===== src/rtl/bch_run_sequencer.sv =====
// Command-driven scheduler for the BCH test chain: decodes UART command frames,
// sequences encode/noise/errgen/decode with start/done handshakes and timeouts, and reports one byte.
module bch_run_sequencer #(
   parameter int TIMEOUT_CYCLES = 4096,
   parameter int MAX_ERRORS     = 4
) (
   input  logic        clk,
   input  logic        rst,
   input  logic        cmd_valid,
   input  logic [47:0] cmd_frame,
   output logic [3:0]  stage_start,
   input  logic [3:0]  stage_done,
   output logic [7:0]  cfg_message,
   output logic [7:0]  cfg_num_errors,
   output logic        busy,
   output logic        tx_valid,
   output logic [7:0]  tx_byte,
   input  logic        tx_ready,
   output logic [7:0]  led_status
);

   localparam int CW = (TIMEOUT_CYCLES > 2) ? $clog2(TIMEOUT_CYCLES) : 1;

   localparam logic [2:0] S_IDLE   = 3'd0;
   localparam logic [2:0] S_ENCODE = 3'd1;
   localparam logic [2:0] S_NOISE  = 3'd2;
   localparam logic [2:0] S_ERRGEN = 3'd3;
   localparam logic [2:0] S_DECODE = 3'd4;
   localparam logic [2:0] S_REPORT = 3'd5;
   localparam logic [2:0] S_FAIL   = 3'd6;

   localparam logic [7:0] OP_RUN    = 8'h01;
   localparam logic [7:0] OP_ABORT  = 8'h02;
   localparam logic [7:0] OP_STATUS = 8'h03;

   localparam logic [7:0] RES_OK       = 8'h00;
   localparam logic [7:0] RES_BAD_OP   = 8'hE1;
   localparam logic [7:0] RES_TOO_MANY = 8'hE2;
   localparam logic [7:0] RES_NO_STAGE = 8'hE3;
   localparam logic [7:0] RES_ABORT    = 8'hEA;

   // First enabled stage at or after index 'from'; decode rides on the ENC flag.
   function automatic logic [2:0] next_stage(input logic [2:0] flags, input logic [2:0] from);
      logic [3:0] en;
      logic [2:0] nxt;
      en  = {flags[0], flags[2], flags[1], flags[0]};
      nxt = S_REPORT;
      for (int i = 3; i >= 0; i--) begin
         if ((i >= int'(from)) && en[i]) begin
            nxt = 3'(i + 1);
         end
      end
      return nxt;
   endfunction

   logic [2:0]    state_q, state_d;
   logic [CW-1:0] cnt_q, cnt_d;
   logic [2:0]    flags_q, flags_d;
   logic [7:0]    cfg_msg_q, cfg_msg_d;
   logic [7:0]    cfg_nerr_q, cfg_nerr_d;
   logic [7:0]    result_q, result_d;
   logic [2:0]    err_q, err_d;
   logic          ok_q, ok_d;
   logic          pend_valid_q, pend_valid_d;
   logic [7:0]    pend_byte_q, pend_byte_d;
   logic          pend_lock_q, pend_lock_d;

   logic [7:0] opcode;
   logic [2:0] flags_f;
   logic [7:0] n_err_f;
   logic [7:0] msg_f;
   logic       is_run, is_abort, is_status, is_bad;
   logic       in_stage;
   logic [1:0] stage_idx;
   logic [2:0] stage_num;
   logic       done_act;
   logic       cnt_max;
   logic       pend_offer;
   logic [2:0] following;
   logic [7:0] status_byte;
   logic       unused_frame_bits;

   assign opcode    = cmd_frame[47:40];
   assign flags_f   = cmd_frame[34:32];
   assign n_err_f   = cmd_frame[31:24];
   assign msg_f     = cmd_frame[23:16];
   assign unused_frame_bits = ^{cmd_frame[39:35], cmd_frame[15:0]};

   assign is_run    = cmd_valid && (opcode == OP_RUN);
   assign is_abort  = cmd_valid && (opcode == OP_ABORT);
   assign is_status = cmd_valid && (opcode == OP_STATUS);
   assign is_bad    = cmd_valid && !(opcode == OP_RUN || opcode == OP_ABORT || opcode == OP_STATUS);

   assign in_stage   = (state_q >= S_ENCODE) && (state_q <= S_DECODE);
   assign stage_idx  = 2'(state_q - 3'd1);
   assign stage_num  = {1'b0, stage_idx} + 3'd1;
   assign done_act   = stage_done[stage_idx];
   assign cnt_max    = (cnt_q == CW'(TIMEOUT_CYCLES - 1));
   assign following  = next_stage(flags_q, stage_num);
   assign status_byte = {(state_q != S_IDLE), state_q, err_q, ok_q};

   // A queued status/bad-opcode byte goes out only from IDLE, but once offered it
   // stays on the bus until taken, even if a run starts underneath it.
   assign pend_offer = pend_valid_q && ((state_q == S_IDLE) || pend_lock_q);

   always_ff @(posedge clk) begin
      if (rst) begin
         state_q      <= S_IDLE;
         cnt_q        <= '0;
         flags_q      <= '0;
         cfg_msg_q    <= '0;
         cfg_nerr_q   <= '0;
         result_q     <= '0;
         err_q        <= '0;
         ok_q         <= 1'b0;
         pend_valid_q <= 1'b0;
         pend_byte_q  <= '0;
         pend_lock_q  <= 1'b0;
      end else begin
         state_q      <= state_d;
         cnt_q        <= cnt_d;
         flags_q      <= flags_d;
         cfg_msg_q    <= cfg_msg_d;
         cfg_nerr_q   <= cfg_nerr_d;
         result_q     <= result_d;
         err_q        <= err_d;
         ok_q         <= ok_d;
         pend_valid_q <= pend_valid_d;
         pend_byte_q  <= pend_byte_d;
         pend_lock_q  <= pend_lock_d;
      end
   end

   always_comb begin
      state_d      = state_q;
      cnt_d        = '0;
      flags_d      = flags_q;
      cfg_msg_d    = cfg_msg_q;
      cfg_nerr_d   = cfg_nerr_q;
      result_d     = result_q;
      err_d        = err_q;
      ok_d         = ok_q;
      pend_valid_d = pend_valid_q;
      pend_byte_d  = pend_byte_q;
      pend_lock_d  = pend_offer && !tx_ready;

      case (state_q)
         S_IDLE: begin
            if (is_run) begin
               if (flags_f[2] && (n_err_f > 8'(MAX_ERRORS))) begin
                  state_d  = S_REPORT;
                  result_d = RES_TOO_MANY;
               end else if (flags_f == 3'b000) begin
                  state_d  = S_REPORT;
                  result_d = RES_NO_STAGE;
               end else begin
                  state_d    = next_stage(flags_f, 3'd0);
                  flags_d    = flags_f;
                  cfg_msg_d  = msg_f;
                  cfg_nerr_d = n_err_f;
                  err_d      = 3'd0;
               end
            end else if (is_abort) begin
               state_d  = S_REPORT;
               result_d = RES_ABORT;
            end
         end
         S_ENCODE, S_NOISE, S_ERRGEN, S_DECODE: begin
            // Abort beats done, done beats timeout.
            if (is_abort) begin
               state_d  = S_REPORT;
               result_d = RES_ABORT;
            end else if (done_act) begin
               state_d = following;
               if (following == S_REPORT) begin
                  result_d = RES_OK;
               end
            end else if (cnt_max) begin
               state_d  = S_FAIL;
               err_d    = stage_num;
               result_d = {6'b1111_00, stage_idx};
            end else begin
               cnt_d = cnt_q + 1'b1;
            end
         end
         S_FAIL: begin
            state_d = S_REPORT;
         end
         S_REPORT: begin
            if (!pend_offer && tx_ready) begin
               state_d = S_IDLE;
               ok_d    = (result_q == RES_OK);
            end
         end
         default: begin
            state_d = S_IDLE;
         end
      endcase

      if (pend_offer && tx_ready) begin
         pend_valid_d = 1'b0;
      end
      if (!pend_valid_q) begin
         if (is_status && (state_q != S_REPORT)) begin
            pend_valid_d = 1'b1;
            pend_byte_d  = status_byte;
         end else if (is_bad) begin
            pend_valid_d = 1'b1;
            pend_byte_d  = RES_BAD_OP;
         end
      end
   end

   always_comb begin
      stage_start = 4'b0000;
      if (in_stage && (cnt_q == '0) && !rst) begin
         stage_start[stage_idx] = 1'b1;
      end
      busy           = (state_q != S_IDLE);
      tx_valid       = pend_offer || (state_q == S_REPORT);
      tx_byte        = pend_offer ? pend_byte_q :
                       ((state_q == S_REPORT) ? result_q : 8'h00);
      cfg_message    = cfg_msg_q;
      cfg_num_errors = cfg_nerr_q;
      led_status     = {state_q, err_q, ok_q, (state_q != S_IDLE)};
   end

endmodule


===== config.mk =====
export PLATFORM = sky130hd
export DESIGN_NAME = bch_run_sequencer
export DESIGN_NICKNAME = d
export VERILOG_FILES = /design/src/rtl/bch_run_sequencer.sv
export SDC_FILE = /design/constraint.sdc
export NUM_CORES = 1
export LEC_CHECK = 0
export ABC_AREA = 1
export BUFFER_PORTS_ARGS = -buffer_cell sky130_fd_sc_hd__clkbuf_2
export CORE_UTILIZATION = 47
export DETAILED_ROUTE_END_ITERATION = 10
export PLACE_DENSITY = 0.85
export SYNTH_ARGS = -nofsm -noshare
export SYNTH_HDL_FRONTEND = slang
export SYNTH_SLANG_ARGS = --single-unit

===== constraint.sdc =====
create_clock -name clk -period 1.79 [get_ports clk]
set_input_delay 0.179 -clock clk [delete_from_list [all_inputs] [get_ports clk]]
set_output_delay 0.179 -clock clk [all_outputs]
set_load 0.02 [all_outputs]

==> impl_metrics.ini <==
[run_status]
outcome = complete, but fails checks
failed_checks = setup timing

[routing]
first_pass_iters = 4
drc_errors = 0
dr.first_iter.drc_count = 277
vias = 3328
ant_nets = 0
wl_per_cell_um = 15.0
viasPerCell = 5.30
routed_wl_um = 9420

[floorplanning]
fp-row-count = 29
design.die.area_um2 = 6970
coreArea_um2 = 6390
die_y_um = 83.5
start_util_pct = 48.9
ios = 94
die_w_um = 83.5

[global_routing]
grt_busiest_layer = met2
use_met1_pct = 29.8
grt_use_total_pct = 23.8
first_global_vias = 3054
gr-total-overflow = 0
antenna_found_initial = 0
grt_pass1_wl_um = 13700
grt.met2_usage_pct = 42.5
met3_usage_pct = 3.56
grt_max_degree = 26

[setup_path]
cp.required_ps = 1610
path_max_fanout = 4
path_cells = inv_4, ha_4, inv_4, a2111oi_4, o2111ai_2, buf_6, nor2_4, buf_8
start_kind = flop
crit_family = compound AO/OA/AOI/OAI gates
crit_buf_inv = 4
path_common_cell = inv_4
setup.worst_path.class = reg2out
worst_ep_arrival_time_ps = 1890
end_kind = primary output
cp_slowest_cell = dfxtp_4
critPathMaxStageDelay_ps = 370

[clock_network]
hold_buffers = 0
clkTransAtPathRegs_ps = 100
cts_root_buf = clkbuf_8
cts_max_path_buffers = 2
cts_buffers = 5
clock_sinks = 53
cts_tree = done
clk_latency_ps = 310
cts_max_level = 2

[sta]
worst_pin_slew_ps = 426
rsz0062_at_grt = yes
finalWorstSetupSlack_ps = -281
period_needed_ps = 2070
max_freq_ghz = 0.483
min_period_over_period_pct = 116
clock-skew-final_ps = 4.95
slew_viol_final = 0
relSlewSlack_pct = 71.3
setup_viol = 24
hold_violations = 0

[min_path]
hold_class = in2reg

[placed_design]
dpl-instance-area_um2 = 3710
port_buffers = 72
dp_hpwl_um = 5820
routabilityCongestion = 0.974

[synthesis]
synth_edf_count = 0
synth_ff_type = dfxtp_1
synth.cell_area_um2 = 3120
yosys-top-cells-count = 86 x nand2_1, 86 x nor2_1, 53 x dfxtp_1, 47 x inv_1, 26 x nand3_1
avgSynthCellArea_um2 = 6.99
synth_cell_type_count = 44
synth_area_leaders = dfxtp_1 34%, nand2_1 10%, nor2_1 10%, inv_1 5.6%, nand3_1 4.2%
yosysTopAreaCell = dfxtp_1
synthArstFlopShare_pct = 0
seq_area_frac_synth_pct = 34.0
ys_ff_latch = 53
syn_nets = 513
synth_warnings = 0
syn_inst = 447
yosys.area.top_type_share_pct = 34.0

[layout]
final_nets = 616
finalInstanceArea_um2 = 4480
fill_cells = 482
diodes = 0
drive_gt1_share_pct = 43.6
postLayoutCoreUtil_pct = 70.1
syn2layout_area_growth_pct = 43.4

[flow_run]
max-cap-violations = 0

[pwr]
power_density_nw_per_um2 = 1110
vdd_ir_drop_max_v = 0.000718
power_uw = 4990
p_leak_uw = 0.00203
[report_power, final]
group | switching (uW) | internal (uW)
Clock | 420 | 556
Combinational | 1600 | 1030
Sequential | 106 | 1270
[cell type report]
class	instances	area, um2	area share [%]
repair buffers	107	777	17.4
multi-input cells	326	2160	48.3
inverters	57	241	5.39
well taps	77	96.3	2.15
clock inverters	3	65.1	1.45
clock buffers	5	68.8	1.54
flip-flops and latches	53	1070	23.8
[final timing paths]
kind | cells past startpoint | end | slack (ps) | start
setup / recovery | 8 | stage_start[1] | -280 | state_q[0]
hold / removal | 3 | cfg_num_errors[6] | 90 | cmd_frame[30]
setup reg to reg | 14 | result_q[4] | -130 | state_q[0]
hold reg to reg | 2 | pend_byte_q[2] | 470 | pend_byte_q[2]
[worst reg2reg max path, stage by stage (launching register included)]
cell     delay [ps]
dfxtp_4         370
buf_4           140
buf_6           120
ha_4            180
nand2_2         100
nand2_2          70
inv_2            50
nand3_2         100
nor2_4          150
nor2_4           50
nor2_4          230
nand2_4         110
nand2_2          60
nand2_1          50
nor2_2          100
[state kept, by name (all words and copies together), names as in the netlist]
name,cells
pend_byte_q,8
pend_lock_q,1
cfg_message,8
err_q,3
cfg_num_errors,8
flags_q,3
pend_valid_q,1
ok_q,1
cnt_q,12
state_q,3
result_q,5
[timing repair]
item,4_1_cts,5_1_grt
setup endpoints to repair,14,27
setup buffers,10,10
hold endpoints to repair,0,0
gates resized for setup,47,79
pin swaps,10,47
cloned,0,1
[layer usage]
layer,vias up,share of wire (%)
met5,-,0
met4,0,3.6
met3,32,5.6
met2,119,51
met1,1554,39
li1,1623,-
[metrics by stage]
| step | instances | TNS (ps) | hold WS (ps) | setup WS [ps] |
|---|---|---|---|---|
| CTS | 619 | -1480 | 96.1 | -214 |
| floorplan | 447 | -2.64 | 256 | -2.64 |
| global route | 628 | -5470 | 114 | -345 |
| global placement | 601 | 0 | 427 | 19.3 |
| detailed placement | 601 | 0 | 427 | 2.28 |
| finish | 628 | -3590 | 93.5 | -281 |
[layout by cell type, fill, tap and decap left out, types with 5 or more instances in the layout]
cell      synthesis  routed
nor2_1           86      73
nand2_1          86      71
clkbuf_2          0      59
dfxtp_1          53      50
inv_1            47      41
buf_4             3      27
nand2_2          10      19
o21ai_0          25      19
a21oi_1          21      16
nand2_4           8      14
nor2_2            7      14
nand3_1          26      14
nand3_2           4      13
nor2_4            5      11
clkbuf_8          0      11
inv_4             4       9
buf_6             4       9
inv_2             5       6
a21oi_2           0       5
ha_1             10       5
ha_4              0       5
buf_8             0       5
[cell families after synthesis]
group | Yosys count | share of synthesized area (%)
flip-flops | 53 | 34.0
buffers and inverters | 69 | 9.98
AO/OA/AOI/OAI | 60 | 11.3
adder cells (fa/ha/maj) | 10 | 4.01
AND/OR/NAND/NOR | 250 | 39.4
XOR/XNOR | 5 | 1.40
(Power assumes the default switching activity.)
